### src/rtl/seg7_pkg.sv
// Shared constants for the 7-segment scan driver: blanking codes, segment bit positions,
// the active-low hex glyph table and the per-frame input snapshot type.
package seg7_pkg;

   localparam logic [7:0] SEG_OFF   = 8'hFF;
   localparam logic [7:0] DIGIT_OFF = 8'hFF;

   localparam int unsigned SEG_A  = 0;
   localparam int unsigned SEG_B  = 1;
   localparam int unsigned SEG_C  = 2;
   localparam int unsigned SEG_D  = 3;
   localparam int unsigned SEG_E  = 4;
   localparam int unsigned SEG_F  = 5;
   localparam int unsigned SEG_G  = 6;
   localparam int unsigned SEG_DP = 7;

   // Entry n is the active-low {g,f,e,d,c,b,a} pattern for hex digit n.
   localparam logic [15:0][6:0] GLYPH_TABLE = {
      7'h0E, 7'h06, 7'h21, 7'h46, 7'h03, 7'h08, 7'h10, 7'h00,
      7'h78, 7'h02, 7'h12, 7'h19, 7'h30, 7'h24, 7'h79, 7'h40
   };

   typedef struct packed {
      logic [31:0] value;
      logic [7:0]  dp;
      logic [7:0]  en;
      logic [7:0]  blink;
      logic        lzb;
   } snap_t;

endpackage

### src/rtl/seg7_scan_driver_if.sv
// Display-data and scan-output bundle between the timer control logic and the scan driver.
interface seg7_scan_driver_if;

   logic [31:0] VALUE;
   logic [7:0]  DP;
   logic [7:0]  DIGIT_EN;
   logic [7:0]  BLINK;
   logic        LZB;
   logic [7:0]  SEG;
   logic [7:0]  DIGIT;
   logic        FRAME;

   modport master (
      output VALUE, DP, DIGIT_EN, BLINK, LZB,
      input  SEG, DIGIT, FRAME
   );

   modport slave (
      input  VALUE, DP, DIGIT_EN, BLINK, LZB,
      output SEG, DIGIT, FRAME
   );

endinterface

### src/rtl/seg7_hex_decode.sv
// Combinational hex nibble to active-low 7-segment glyph decoder.
module seg7_hex_decode
   import seg7_pkg::*;
(
   input  logic [3:0] nibble,
   output logic [6:0] glyph
);

   always_comb begin
      glyph = GLYPH_TABLE[nibble];
   end

endmodule

### src/rtl/seg7_scan_driver.sv
// Time-multiplexed 8-digit common-anode scan driver with per-frame input snapshot,
// ghosting guard interval, blink and leading-zero blanking.
module seg7_scan_driver
   import seg7_pkg::*;
#(
   parameter int unsigned SCAN_DIV     = 12000,
   parameter int unsigned GUARD        = 16,
   parameter int unsigned BLINK_FRAMES = 31
) (
   input logic              CLK,
   input logic              RST,
   seg7_scan_driver_if.slave bus
);

   localparam int unsigned CW = $clog2(SCAN_DIV);
   localparam int unsigned FW = $clog2(BLINK_FRAMES + 1);
   localparam logic [CW-1:0] SLOT_LAST  = CW'(SCAN_DIV - 1);
   localparam logic [FW-1:0] BLINK_LAST = FW'(BLINK_FRAMES - 1);

   logic [CW-1:0] slot_cnt_q;
   logic [2:0]    digit_idx_q;
   logic [FW-1:0] blink_cnt_q;
   logic          phase_q;
   snap_t         snap_q;
   logic [7:0]    seg_q;
   logic [7:0]    anode_q;
   logic          frame_q;

   logic       slot_end;
   logic       frame_end;
   logic       in_guard;
   logic       visible;
   logic [7:0] lz_blank;
   logic [3:0] nibble;
   logic [6:0] glyph;
   logic [7:0] seg_d;
   logic [7:0] anode_d;

   assign slot_end  = (slot_cnt_q == SLOT_LAST);
   assign frame_end = slot_end && (digit_idx_q == 3'd7);

   generate
      if (GUARD == 0) begin : g_no_guard
         assign in_guard = 1'b0;
      end else begin : g_guard
         assign in_guard = (slot_cnt_q < CW'(GUARD));
      end
   endgenerate

   // Scan from the top digit down; a digit is blanked while nothing enabled above it is nonzero.
   always_comb begin
      logic upper_zero;
      upper_zero = 1'b1;
      lz_blank   = '0;
      for (int j = 7; j >= 1; j--) begin
         if (snap_q.en[j] && (snap_q.value[4*j +: 4] != 4'h0)) begin
            upper_zero = 1'b0;
         end
         lz_blank[j] = snap_q.lzb & upper_zero;
      end
   end

   assign nibble  = snap_q.value[{digit_idx_q, 2'b00} +: 4];
   assign visible = snap_q.en[digit_idx_q]
                    && !(phase_q && snap_q.blink[digit_idx_q])
                    && !lz_blank[digit_idx_q];

   seg7_hex_decode u_hex_decode (
      .nibble (nibble),
      .glyph  (glyph)
   );

   always_comb begin
      seg_d   = SEG_OFF;
      anode_d = DIGIT_OFF;
      if (!in_guard && visible) begin
         anode_d               = ~(8'b1 << digit_idx_q);
         seg_d[SEG_G:SEG_A]    = glyph;
         seg_d[SEG_DP]         = ~snap_q.dp[digit_idx_q];
      end
   end

   always_ff @(posedge CLK or posedge RST) begin
      if (RST) begin
         slot_cnt_q  <= '0;
         digit_idx_q <= '0;
         blink_cnt_q <= '0;
         phase_q     <= 1'b0;
         snap_q      <= '0;
         seg_q       <= SEG_OFF;
         anode_q     <= DIGIT_OFF;
         frame_q     <= 1'b0;
      end else begin
         seg_q   <= seg_d;
         anode_q <= anode_d;
         frame_q <= frame_end;

         if (slot_end) begin
            slot_cnt_q  <= '0;
            digit_idx_q <= digit_idx_q + 3'd1;
         end else begin
            slot_cnt_q <= slot_cnt_q + CW'(1);
         end

         // Snapshot at the last cycle of digit 7 so a whole frame shows one consistent input set.
         if (frame_end) begin
            snap_q <= '{value: bus.VALUE, dp: bus.DP, en: bus.DIGIT_EN,
                        blink: bus.BLINK, lzb: bus.LZB};
            if (blink_cnt_q == BLINK_LAST) begin
               blink_cnt_q <= '0;
               phase_q     <= ~phase_q;
            end else begin
               blink_cnt_q <= blink_cnt_q + FW'(1);
            end
         end
      end
   end

   assign bus.SEG   = seg_q;
   assign bus.DIGIT = anode_q;
   assign bus.FRAME = frame_q;

endmodule

### src/flat_wrapper.sv
// flat-port wrapper written by rule: the top's interface ports become plain ports
module seg7_scan_driver_flat import seg7_pkg::*;
#(
   parameter int unsigned SCAN_DIV     = 12000,
   parameter int unsigned GUARD        = 16,
   parameter int unsigned BLINK_FRAMES = 31
)
  (CLK, RST, bus_VALUE, bus_DP, bus_DIGIT_EN, bus_BLINK, bus_LZB, bus_SEG, bus_DIGIT, bus_FRAME);
  seg7_scan_driver_if bus_i ();
  input logic CLK;
  input logic RST;
  input wire logic [$bits(bus_i.VALUE)-1:0] bus_VALUE;
  input wire logic [$bits(bus_i.DP)-1:0] bus_DP;
  input wire logic [$bits(bus_i.DIGIT_EN)-1:0] bus_DIGIT_EN;
  input wire logic [$bits(bus_i.BLINK)-1:0] bus_BLINK;
  input wire logic [$bits(bus_i.LZB)-1:0] bus_LZB;
  output wire logic [$bits(bus_i.SEG)-1:0] bus_SEG;
  output wire logic [$bits(bus_i.DIGIT)-1:0] bus_DIGIT;
  output wire logic [$bits(bus_i.FRAME)-1:0] bus_FRAME;
  assign bus_i.VALUE = bus_VALUE;
  assign bus_i.DP = bus_DP;
  assign bus_i.DIGIT_EN = bus_DIGIT_EN;
  assign bus_i.BLINK = bus_BLINK;
  assign bus_i.LZB = bus_LZB;
  assign bus_SEG = bus_i.SEG;
  assign bus_DIGIT = bus_i.DIGIT;
  assign bus_FRAME = bus_i.FRAME;
  seg7_scan_driver #(.SCAN_DIV(SCAN_DIV), .GUARD(GUARD), .BLINK_FRAMES(BLINK_FRAMES)) u_core (.CLK(CLK), .RST(RST), .bus(bus_i));
endmodule
### config.mk
export PLATFORM = sky130hd
export DESIGN_NAME = seg7_scan_driver_flat
export DESIGN_NICKNAME = d
export VERILOG_FILES = /design/src/rtl/seg7_pkg.sv /design/src/rtl/seg7_scan_driver_if.sv /design/src/rtl/seg7_hex_decode.sv /design/src/rtl/seg7_scan_driver.sv /design/src/flat_wrapper.sv
export SDC_FILE = /design/constraint.sdc
export NUM_CORES = 1
export LEC_CHECK = 0
export BUFFER_PORTS_ARGS = -buffer_cell sky130_fd_sc_hd__buf_2
export CAP_MARGIN = 20
export CORE_UTILIZATION = 40
export CTS_BUF_LIST = sky130_fd_sc_hd__clkbuf_4
export DETAILED_ROUTE_END_ITERATION = 10
export SLEW_MARGIN = 30
export SYNTH_ARGS = -nofsm -noshare
export SYNTH_HDL_FRONTEND = slang
export SYNTH_SLANG_ARGS = --single-unit
### constraint.sdc
create_clock -name CLK -period 3.3 [get_ports CLK]
set_clock_uncertainty 0.15 [all_clocks]
set_input_delay 0.165 -clock CLK [delete_from_list [all_inputs] [get_ports CLK]]
set_output_delay 0.165 -clock CLK [all_outputs]
set_load 0.01 [all_outputs]
==> flow_metrics.py, run 1 <==
metrics = {
    "synthesis": {
        "yosysWarnings": 0,
        "synth_top_family_by_area": "simple AND/OR/NAND/NOR gates",
        "synthCells": 463,
        "synth_area_in_simple_gates_pct": 21.6,
        "synth-compound-area-share_pct": 5.48,
        "syn-num-nets": 537,
        "proportion_of_synthesized_area_in_mux_cells_pct": 10.5,
        "syn_area_per_cell_sq_um": 10.1,
        "yosys.area.top_type": "dfrtp_1",
        "yosys-top-cells-area": "dfrtp_1 (43%), nand2_1 (15%), dfstp_2 (9.0%)",
        "yosysSeqAreaShare_pct": 52.3,
        "post_synth_edffs": 0,
        "synthAdderAreaFrac_pct": 4.01,
        "async_s_r_ff_share_synth_pct": 100,
        "dominantRegCellSynth": "dfrtp_1",
        "synthXorXnorAreaFrac_pct": 2.43,
        "yosysTopAreaCellShare_pct": 43.3,
        "synth_cell_types": 48,
        "syn_std_cell_area_sq_mm": 0.00468,
        "synth_seq_cells": 97,
    },
    "sta": {
        "final.min_clock_period_ps": 2750,
        "post-route-period-util_pct": 83.2,
        "grt_setup_unrepaired": "no",
        "maxSlewViolCount": 0,
        "timing.slew.headroom_pct": 54.1,
        "finalSetupViolations": 0,
        "totalNegativeSetupSlack_ps": 0,
        "worst_pin_slew_ps": 687,
        "timing.final.hold_violations": 0,
        "max_freq_mhz": 364,
        "fin_ws_ps": 553,
    },
    "place": {
        "gpl.final_weighted_congestion": 0.815,
        "placed_cells": 666,
        "port-buffer-count": 75,
        "dp_slack_ps": 562,
        "hpwl_um": 6950,
        "placed_cell_area_sq_mm": 0.00519,
    },
    "final_layout": {
        "antenna_cells": 0,
        "finish.cell_count_without_fillers": 740,
        "finalNetCount": 666,
        "layout-drive-gt1-share_pct": 22.4,
        "finish.instance_area_sq_mm": 0.00589,
        "most_frequent_standard_cell_in_the_layout_excluding_fill_and_tap_cells": "nand2_1",
        "areaGrowthSynthToFinish_pct": 26.0,
        "most-common-layout-cells": "nand2_1 (188), dfrtp_1 (81), buf_2 (75)",
        "layout.filler_cells": 1070,
    },
    "global_routing": {
        "antenna_found_initial": 0,
        "grt_first_pass_wirelength_um": 17500,
        "globalRouteOverflowTotal": 0,
        "number_of_global_route_vias_before_repair": 3557,
        "grt_max_degree": 60,
        "grt_usage_pct": 18.9,
    },
    "setup_path": {
        "r2r_slack_ps": 550,
        "critPathLaunchType": "flop",
        "r2r_end": "u_core.bus.SEG[3]",
        "r2r.worst_path.cells": 9,
        "timing.setup.critical_path_class": "flop to flop",
        "reg2reg_start": "u_core.digit_idx_q[0]",
        "worstPathArrival_ps": 2990,
        "critical_path.endpoint_type": "flop",
        "cp_data_required_time_ps": 3540,
        "cp_max_fo": 13,
    },
    "detailed_routing": {
        "drt.antenna.violating_nets": 0,
        "dr.first_iter.drc_count": 165,
        "drtPass1Iterations": 4,
        "wl_per_cell_um": 14.0,
        "postRouteWirelength_um": 10300,
        "post-route-drc-count": 0,
        "drt-vias-per-instance": 4.93,
        "dr_total_vias": 3650,
    },
    "clock_tree": {
        "ctsResizeCount": 0,
        "tritoncts": "yes",
        "worstSkewPairLatency_ps": 450,
        "clock_path_buffers": 2,
        "clk_pin_slew_ps": 140,
        "h_tree_depth": 3,
        "clock_sinks": 97,
        "clock_tree.root_cell": "clkbuf_4",
        "cts_made_buffers": 9,
    },
    "power_and_ir_drop": {
        "total_switching_power_uw": 449,
        "part_of_the_power_in_the_clock_network_pct": 30.5,
        "netSwitchingFraction_pct": 23.9,
        "total_power_mw": 1.88,
        "powerDensity_mw_per_mm2": 319,
        "power.static_leakage_nw": 2.62,
        "p_int_mw": 1.43,
        "power_frac_comb_pct": 6.1,
        "peakVddDrop_v": 0.000205,
        "seq_power_share_pct": 63.4,
    },
    "worst_hold_path": {
        "worstHoldPathType": "input port to asynchronous set/reset pin",
    },
    "status": {
        "outcome": "complete, no violations",
    },
    "die": {
        "floorplan.initialDensity_pct": 41.0,
        "die_area_sq_mm": 0.0121,
        "core.rowCount": 39,
        "core_area_sq_mm": 0.0114,
        "die-width_um": 110,
        "design.portCount": 76,
        "die_height_um": 110,
    },
    "run": {
        "cap_viol_max_count": 0,
    },
}
==> through the flow <==
stage | hold WS [ps] | util [%]
2_1_floorplan | 127 | -
3_3_place_gp | 212 | 45.5
3_5_place_dp | 108 | 45.5
4_1_cts | 153 | 51.6
5_1_grt | 185 | 51.6
6_report | 144 | 51.6
==> flip-flops by register name, indices dropped and copies added, names as in the netlist <==
signal and flops:
u_core.bus.FRAME 1, u_core.blink_cnt_q 5, u_core.slot_cnt_q 14, u_core.snap_q 57, u_core.digit_idx_q 3, u_core.bus.SEG 8
u_core.bus.DIGIT 8, u_core.phase_q 1
==> metal layers <==
| metal | wire (um) | up-vias | track usage (%) |
|---|---|---|---|
| met2 | 4770 | 91 | 29.8 |
| met3 | 386 | 9 | 3.06 |
| li1 | - | 1807 | - |
| met1 | 5060 | 1743 | 27.2 |
| met4 | 123 | 0 | 5.26 |
| met5 | 0 | - | 0 |
==> logic make-up (layout without fill, tap and decap cells) <==
| group | Yosys count | after routing |
|---|---|---|
| xor gates and xnor gates | 13 | 13 |
| muxes | 27 | 27 |
| buffers and inverters | 35 | 169 |
| and+or+nand+nor | 242 | 242 |
| AOI/OAI and AO/OA | 34 | 34 |
| adders and majority gates | 15 | 15 |
| DFF | 97 | 97 |
==> repair_timing <==
action                                 in CTS  in global routing
setup endpoints to repair                   0                  0
setup buffers                               0                  0
endpoints found under the hold margin     115                  0
hold buffers                               58                  0
==> synthesized netlist by cell type, types with 2 or more instances <==
| master | instances |
|---|---|
| dfrtp_1 | 81 |
| mux2_2 | 5 |
| nor2_1 | 12 |
| buf_2 | 13 |
| mux2i_1 | 7 |
| dfstp_2 | 16 |
| nor3_1 | 2 |
| ha_1 | 15 |
| o221ai_1 | 4 |
| o41ai_1 | 4 |
| clkbuf_1 | 6 |
| nand2_1 | 188 |
| nand2b_1 | 4 |
| o21ai_0 | 12 |
| xor2_1 | 4 |
| a21oi_1 | 2 |
| inv_1 | 13 |
| mux4_1 | 7 |
| nand4_1 | 4 |
| nand3_1 | 16 |
| nor4_1 | 4 |
| or4_1 | 2 |
| mux4_2 | 7 |
| xnor2_1 | 9 |
| or3_1 | 2 |
| nor2b_1 | 2 |
==> power groups by stage <==
stage	sequential (mW)	clock [mW]	combinational (mW)
after CTS	1.19	0.586	0.114
final	1.19	0.573	0.114
after global placement	1.21	0	0.0606
after global routing	1.19	0.648	0.128
after detailed placement	1.21	0	0.0622
after floorplan	1.21	0	0.0179
==> how the worst max path moves through the flow <==
| stage | startpoint | end | depth (start not counted) | slack [ps] |
|---|---|---|---|---|
| floorplan | RST | u_core.blink_cnt_q[0] | 1 | 480 |
| global placement | u_core.digit_idx_q[0] | u_core.bus.SEG[1] | 6 | 570 |
| detailed placement | u_core.digit_idx_q[0] | u_core.bus.SEG[1] | 6 | 560 |
| CTS | u_core.digit_idx_q[0] | u_core.bus.SEG[3] | 9 | 530 |
| global route | u_core.digit_idx_q[0] | u_core.bus.SEG[3] | 9 | 340 |
| finish | u_core.digit_idx_q[0] | u_core.bus.SEG[3] | 9 | 550 |
==> worst max-delay path, cell delays in order (launching register included) <==
cell	delay, ps
dfrtp_1	580
buf_4	310
mux4_2	540
mux2_2	320
inv_1	160
ha_1	250
inv_1	80
mux2i_1	60
mux2i_1	130
nand2b_1	110
==> cell type report <==
type / instances / area [sq um] / share of cell area [%]
flip-flops and latches: 97 / 2450 / 41.5
clock buffers: 10 / 75.1 / 1.27
inverters: 13 / 53.8 / 0.913
multi-input cells: 331 / 2060 / 35.0
repair buffers: 140 / 1030 / 17.5
well taps: 143 / 179 / 3.04
clock inverters: 6 / 43.8 / 0.743
Power figures use the tool's default switching activity.
==> inputs of run 2 (changes only) <==
--- a/config.mk
+++ b/config.mk
@@ -5,6 +5,7 @@
 export SDC_FILE = /design/constraint.sdc
 export NUM_CORES = 1
 export LEC_CHECK = 0
+export ABC_AREA = 1
 export BUFFER_PORTS_ARGS = -buffer_cell sky130_fd_sc_hd__buf_2
 export CAP_MARGIN = 20
 export CORE_UTILIZATION = 40
==> constraint.sdc (replaced) <==
create_clock -name CLK -period 2.32 [get_ports CLK]
set_clock_uncertainty 0.15 [all_clocks]
set_input_delay 0.116 -clock CLK [delete_from_list [all_inputs] [get_ports CLK]]
set_output_delay 0.116 -clock CLK [all_outputs]
set_load 0.01 [all_outputs]
==> flow_metrics.py, run 2 <==
metrics = {
    "status": {
        "outcome": "complete, no violations",
    },
    "run": {
        "cap_viol_max_count": 0,
    },
    "synthesis": {
        "synthCells": 626,
        "yosysSeqAreaShare_pct": 49.1,
        "synth_cell_types": 34,
        "top_count_cell_post_synth": "nand2_1",
        "yosys.area.top_type": "dfrtp_1",
        "post_synth_edffs": 0,
        "async_s_r_ff_share_synth_pct": 100,
        "synth_area_in_simple_gates_pct": 29.7,
        "synthAdderAreaFrac_pct": 3.77,
        "yosys-top-cells-area": "dfrtp_1 (41%), nand2_1 (17%), dfstp_2 (8.4%)",
        "synth_commonest_cells": "nand2_1 (225), dfrtp_1 (81), inv_1 (63)",
        "synth-compound-area-share_pct": 6.90,
        "synthXorXnorAreaFrac_pct": 1.41,
        "yosysWarnings": 0,
        "dominantRegCellSynth": "dfrtp_1",
        "synth_seq_cells": 97,
        "proportion_of_synthesized_area_in_mux_cells_pct": 0,
        "syn_std_cell_area_sq_mm": 0.00498,
        "syn-num-nets": 700,
        "syn_area_per_cell_sq_um": 7.96,
        "synth_top_family_by_area": "simple AND/OR/NAND/NOR gates",
        "yosysTopAreaCellShare_pct": 40.7,
    },
    "sta": {
        "timing.slew.headroom_pct": 61.6,
        "grt_setup_unrepaired": "no",
        "final.min_clock_period_ps": 2090,
        "fin_ws_ps": 235,
        "max_freq_mhz": 480,
        "timing.final.hold_violations": 0,
        "totalNegativeSetupSlack_ps": 0,
        "worst_pin_slew_ps": 575,
        "post-route-period-util_pct": 89.9,
        "maxSlewViolCount": 0,
        "finalSetupViolations": 0,
    },
    "detailed_routing": {
        "drt.antenna.violating_nets": 0,
        "drtPass1Iterations": 4,
        "dr_total_vias": 4342,
        "dr.first_iter.drc_count": 252,
        "drt-vias-per-instance": 4.64,
        "postRouteWirelength_um": 11900,
        "post-route-drc-count": 0,
        "wl_per_cell_um": 12.7,
    },
    "clock_tree": {
        "h_tree_depth": 3,
        "tritoncts": "yes",
        "clock_path_buffers": 2,
        "cts_made_buffers": 9,
        "clk_pin_slew_ps": 150,
        "cts_setup_buffers": 0,
        "clock_sinks": 97,
        "clock_tree.root_cell": "clkbuf_4",
        "worstSkewPairLatency_ps": 470,
    },
    "place": {
        "gpl.final_weighted_congestion": 0.890,
        "hpwl_um": 8560,
        "placed_cells": 861,
        "placed_cell_area_sq_mm": 0.00553,
        "port-buffer-count": 75,
        "dp_slack_ps": 271,
    },
    "final_layout": {
        "largest_register": "u_core.snap_q",
        "layout.filler_cells": 1203,
        "top_registers": "u_core.snap_q x57, u_core.slot_cnt_q x14",
        "layout-drive-gt1-share_pct": 18.4,
        "multi_input_comb_area_sq_mm": 0.00208,
        "areaGrowthSynthToFinish_pct": 25.2,
        "largest_reg_flops": 57,
        "most-common-layout-cells": "nand2_1 (224), dfrtp_1 (81), buf_2 (75)",
        "ff_latch_area_sq_mm": 0.00245,
        "finish.instance_area_sq_mm": 0.00624,
        "layout.core_utilization_pct": 51.7,
        "most_frequent_standard_cell_in_the_layout_excluding_fill_and_tap_cells": "nand2_1",
        "antenna_cells": 0,
        "finish.cell_count_without_fillers": 935,
        "finalNetCount": 836,
    },
    "die": {
        "die_height_um": 114,
        "die_area_sq_mm": 0.0129,
        "floorplan.initialDensity_pct": 41.3,
        "core_area_sq_mm": 0.0121,
        "die-width_um": 114,
        "core.rowCount": 40,
        "design.portCount": 76,
    },
    "setup_path": {
        "cp_data_required_time_ps": 2570,
        "critPathLaunchType": "flop",
        "worstPathArrival_ps": 2340,
        "cp_max_fo": 20,
        "timing.setup.critical_path_class": "flop to flop",
        "critical_path.endpoint_type": "flop",
    },
    "power_and_ir_drop": {
        "peakVddDrop_v": 0.000229,
        "power.static_leakage_nw": 3.11,
        "powerDensity_mw_per_mm2": 439,
    },
    "global_routing": {
        "grt_usage_pct": 20.0,
        "grt_first_pass_wirelength_um": 20000,
        "grt_max_degree": 52,
        "number_of_global_route_vias_before_repair": 4262,
        "antenna_found_initial": 0,
        "globalRouteOverflowTotal": 0,
    },
    "worst_hold_path": {
        "worstHoldPathType": "input port to asynchronous set/reset pin",
    },
}
## run 2: layout make-up
class | instances | area share (%)
clock buffer | 11 | 1.32
clock inverter | 5 | 0.742
inverter | 69 | 4.25
multi-input combinational | 436 | 33.4
sequential | 97 | 39.2
tap | 168 | 3.37
timing repair buffer | 149 | 17.7
## run 2: timing repair
action / 4_1_cts / 5_1_grt
hold endpoints to repair: 135 / 0
hold buffers: 58 / 0
resized for setup: 0 / 1
endpoints found under the setup margin: 0 / 4
## run 2: power breakdown
part           internal (mW)  switching [mW]  total (mW)  leakage [nW]
Clock                  0.342           0.538       0.880        0.0734
Combinational          0.102          0.0632       0.165          2.05
Sequential              1.69               0        1.69         0.987
Total                   2.14           0.602        2.74          3.11
## run 2: worst max-delay path, stage by stage, from the launching register on
cell     delay, ps
dfrtp_1        400
buf_4          200
inv_4          180
nand2_1         80
nand3_1         90
nand2_1         50
inv_1           50
nand2_1        120
inv_1          170
ha_1           270
nand2_1         70
nand3_1         70
nand3_1        100
## run 2: worst paths after layout
kind                                  startpoint                    to  slack, ps  cells past startpoint
min in group CLK                 bus_DIGIT_EN[3]     u_core.snap_q[12]        230                      4
max in group asynchronous                    RST     u_core.bus.SEG[4]       1210                      4
min reg2reg                 u_core.slot_cnt_q[0]  u_core.slot_cnt_q[0]        330                      1
max reg2reg                u_core.digit_idx_q[0]     u_core.bus.SEG[3]        230                     12
min                                          RST  u_core.slot_cnt_q[9]         90                      3
max                        u_core.digit_idx_q[0]     u_core.bus.SEG[3]        230                     12
## run 2: kinds of logic after synthesis
family	after synthesis
xor+xnor	8
flops	97
simple gates	348
compound gates	65
fa+ha+maj	15
buf+inv	93
## run 2: metrics by stage
stage / power (mW) / hold WS [ps]
detailed placement: 1.82 / 58.9
global placement: 1.81 / 46.3
CTS: 2.77 / 54.7
global route: 2.84 / 113
floorplan: 1.75 / 82.6
finish: 2.74 / 87.5
## run 2: layer usage
metal / GRT usage (%) / part of all wire [%] / vias up
met1: 26.1 / 47 / 2011
met2: 33.6 / 49 / 84
li1: - / - / 2236
met4: 6.58 / 1.2 / 0
met5: 0 / 0 / -
met3: 3.51 / 3.2 / 11
==> inputs of run 3 (changes only) <==
--- a/config.mk
+++ b/config.mk
@@ -9,7 +9,6 @@
 export BUFFER_PORTS_ARGS = -buffer_cell sky130_fd_sc_hd__buf_2
 export CAP_MARGIN = 20
 export CORE_UTILIZATION = 40
-export CTS_BUF_LIST = sky130_fd_sc_hd__clkbuf_4
 export DETAILED_ROUTE_END_ITERATION = 10
 export SLEW_MARGIN = 30
 export SYNTH_ARGS = -nofsm -noshare
==> flow_metrics.py, run 3 (same netlist as run 2, synthesis figures left out) <==
metrics = {
    "final_layout": {
        "layout-drive-gt1-share_pct": 18.5,
        "most_frequent_standard_cell_in_the_layout_excluding_fill_and_tap_cells": "nand2_1",
        "layout.core_utilization_pct": 53.2,
        "areaGrowthSynthToFinish_pct": 28.8,
        "finalNetCount": 836,
        "largest_register": "u_core.snap_q",
        "largest_reg_flops": 57,
        "most-common-layout-cells": "nand2_1 (224), dfrtp_1 (81), buf_2 (75)",
        "antenna_cells": 0,
        "top_registers": "u_core.snap_q x57, u_core.slot_cnt_q x14",
        "ff_latch_area_sq_mm": 0.00245,
        "multi_input_comb_area_sq_mm": 0.00208,
        "layout.filler_cells": 1170,
    },
    "status": {
        "outcome": "complete, no violations",
    },
    "global_routing": {
        "grt_first_pass_wirelength_um": 20000,
        "grt_usage_pct": 20.1,
        "grt_max_degree": 52,
        "number_of_global_route_vias_before_repair": 4235,
        "antenna_found_initial": 0,
        "globalRouteOverflowTotal": 0,
    },
    "sta": {
        "post-route-period-util_pct": 88.3,
        "totalNegativeSetupSlack_ps": 0,
        "grt_setup_unrepaired": "no",
        "final.hold.worst_slack_ps": 228,
        "fin_ws_ps": 272,
        "final.min_clock_period_ps": 2050,
        "finalSetupViolations": 0,
        "timing.final.hold_violations": 0,
        "worst_pin_slew_ps": 577,
        "maxSlewViolCount": 0,
        "max_freq_mhz": 488,
        "timing.slew.headroom_pct": 61.4,
    },
    "die": {
        "core.rowCount": 40,
        "die-width_um": 114,
        "design.portCount": 76,
        "die_height_um": 114,
        "floorplan.initialDensity_pct": 41.3,
        "core_area_sq_mm": 0.0121,
        "die_area_sq_mm": 0.0129,
    },
    "detailed_routing": {
        "postRouteWirelength_um": 11900,
        "dr.first_iter.drc_count": 289,
        "post-route-drc-count": 0,
        "wl_per_cell_um": 12.7,
        "drt.antenna.violating_nets": 0,
        "drt-vias-per-instance": 4.62,
        "drtPass1Iterations": 5,
        "dr_total_vias": 4320,
    },
    "setup_path": {
        "r2r_end": "u_core.bus.SEG[3]",
        "critical_path.endpoint_type": "flop",
        "timing.setup.critical_path_class": "flop to flop",
        "worstPathArrival_ps": 2150,
        "r2r.worst_path.cells": 12,
        "critPathLaunchType": "flop",
        "reg2reg_start": "u_core.digit_idx_q[0]",
        "cp_data_required_time_ps": 2420,
        "r2r_slack_ps": 270,
        "cp_max_fo": 20,
    },
    "place": {
        "port-buffer-count": 75,
        "hpwl_um": 8560,
        "dp_slack_ps": 271,
        "gpl.final_weighted_congestion": 0.890,
    },
    "power_and_ir_drop": {
        "total_switching_power_uw": 672,
        "powerDensity_mw_per_mm2": 528,
        "p_int_mw": 2.72,
        "netSwitchingFraction_pct": 19.8,
        "power_frac_comb_pct": 4.9,
        "power.static_leakage_nw": 3.19,
        "seq_power_share_pct": 49.9,
        "part_of_the_power_in_the_clock_network_pct": 45.2,
        "peakVddDrop_v": 0.000409,
    },
    "clock_tree": {
        "clock_sinks": 97,
        "clock_path_buffers": 2,
        "h_tree_depth": 3,
        "cts_setup_buffers": 0,
        "clk_pin_slew_ps": 70,
        "tritoncts": "yes",
        "clock_tree.root_cell": "clkbuf_16",
        "worstSkewPairLatency_ps": 350,
        "cts_made_buffers": 9,
    },
    "run": {
        "cap_viol_max_count": 0,
    },
    "worst_hold_path": {
        "worstHoldPathType": "input port to asynchronous set/reset pin",
    },
}
==> run 3: changes by cell type in the layout (fill, tap and decap cells not counted), sizes merged <==
| cell | change |
|---|---|
| clkbuf | +3 |
| clkinv | -3 |
==> run 3: worst max-delay path, stage by stage, from the launching register on <==
cell and delay, ps:
dfrtp_1 370, buf_4 200, buf_4 180, nand2_1 70, nand3_1 90, nand2_1 60, inv_1 40, nand2_1 140
inv_1 130, ha_1 310, nand2_1 60, nand3_1 70, nand3_1 80
==> run 3: layout make-up <==
cell class | instances | area share (%)
flip-flops and latches | 97 | 38.1
multi-input cells | 436 | 32.5
repair buffers | 149 | 17.2
clock buffers | 14 | 4.27
inverters | 69 | 4.13
well taps | 168 | 3.28
clock inverters | 2 | 0.546
==> run 3: worst max path at each step <==
stage / from / to / slack [ps] / cells past startpoint
global route: u_core.digit_idx_q[0] / u_core.bus.SEG[5] / 70 / 11
detailed placement: u_core.digit_idx_q[0] / u_core.bus.SEG[6] / 270 / 11
floorplan: u_core.digit_idx_q[0] / u_core.bus.SEG[3] / 340 / 14
finish: u_core.digit_idx_q[0] / u_core.bus.SEG[3] / 270 / 12
global placement: u_core.digit_idx_q[0] / u_core.bus.SEG[3] / 320 / 12
CTS: u_core.digit_idx_q[0] / u_core.bus.SEG[6] / 250 / 11
==> run 3: power groups by stage <==
stage | combinational, mW | clock (mW) | sequential [mW]
finish | 0.165 | 1.53 | 1.69
global route | 0.182 | 1.63 | 1.69
CTS | 0.167 | 1.57 | 1.69
detailed placement | 0.0929 | 0 | 1.72
global placement | 0.0907 | 0 | 1.72
floorplan | 0.0247 | 0 | 1.72
==> run 3: metal layers <==
layer / global-route usage (%) / vias to the layer above / routed length (um)
met5: 0 / - / 0
met4: 6.58 / 0 / 163
met3: 4.14 / 10 / 376
met2: 33.7 / 64 / 5830
met1: 26.1 / 2012 / 5540
li1: - / 2234 / -
==> run 3: through the flow <==
step / cells / power (mW) / area, sq um
after floorplan: 626 / 1.75 / 4990
after global placement: 861 / 1.81 / 5530
after detailed placement: 861 / 1.82 / 5530
after CTS: 935 / 3.43 / 6410
after global routing: 935 / 3.50 / 6420
final: 935 / 3.39 / 6420
==> run 3: what timing repair did <==
item | in CTS | in global routing
hold endpoints to repair | 68 | 0
gates resized for setup | 0 | 1
setup endpoints to repair | 0 | 2
hold buffers | 58 | 0
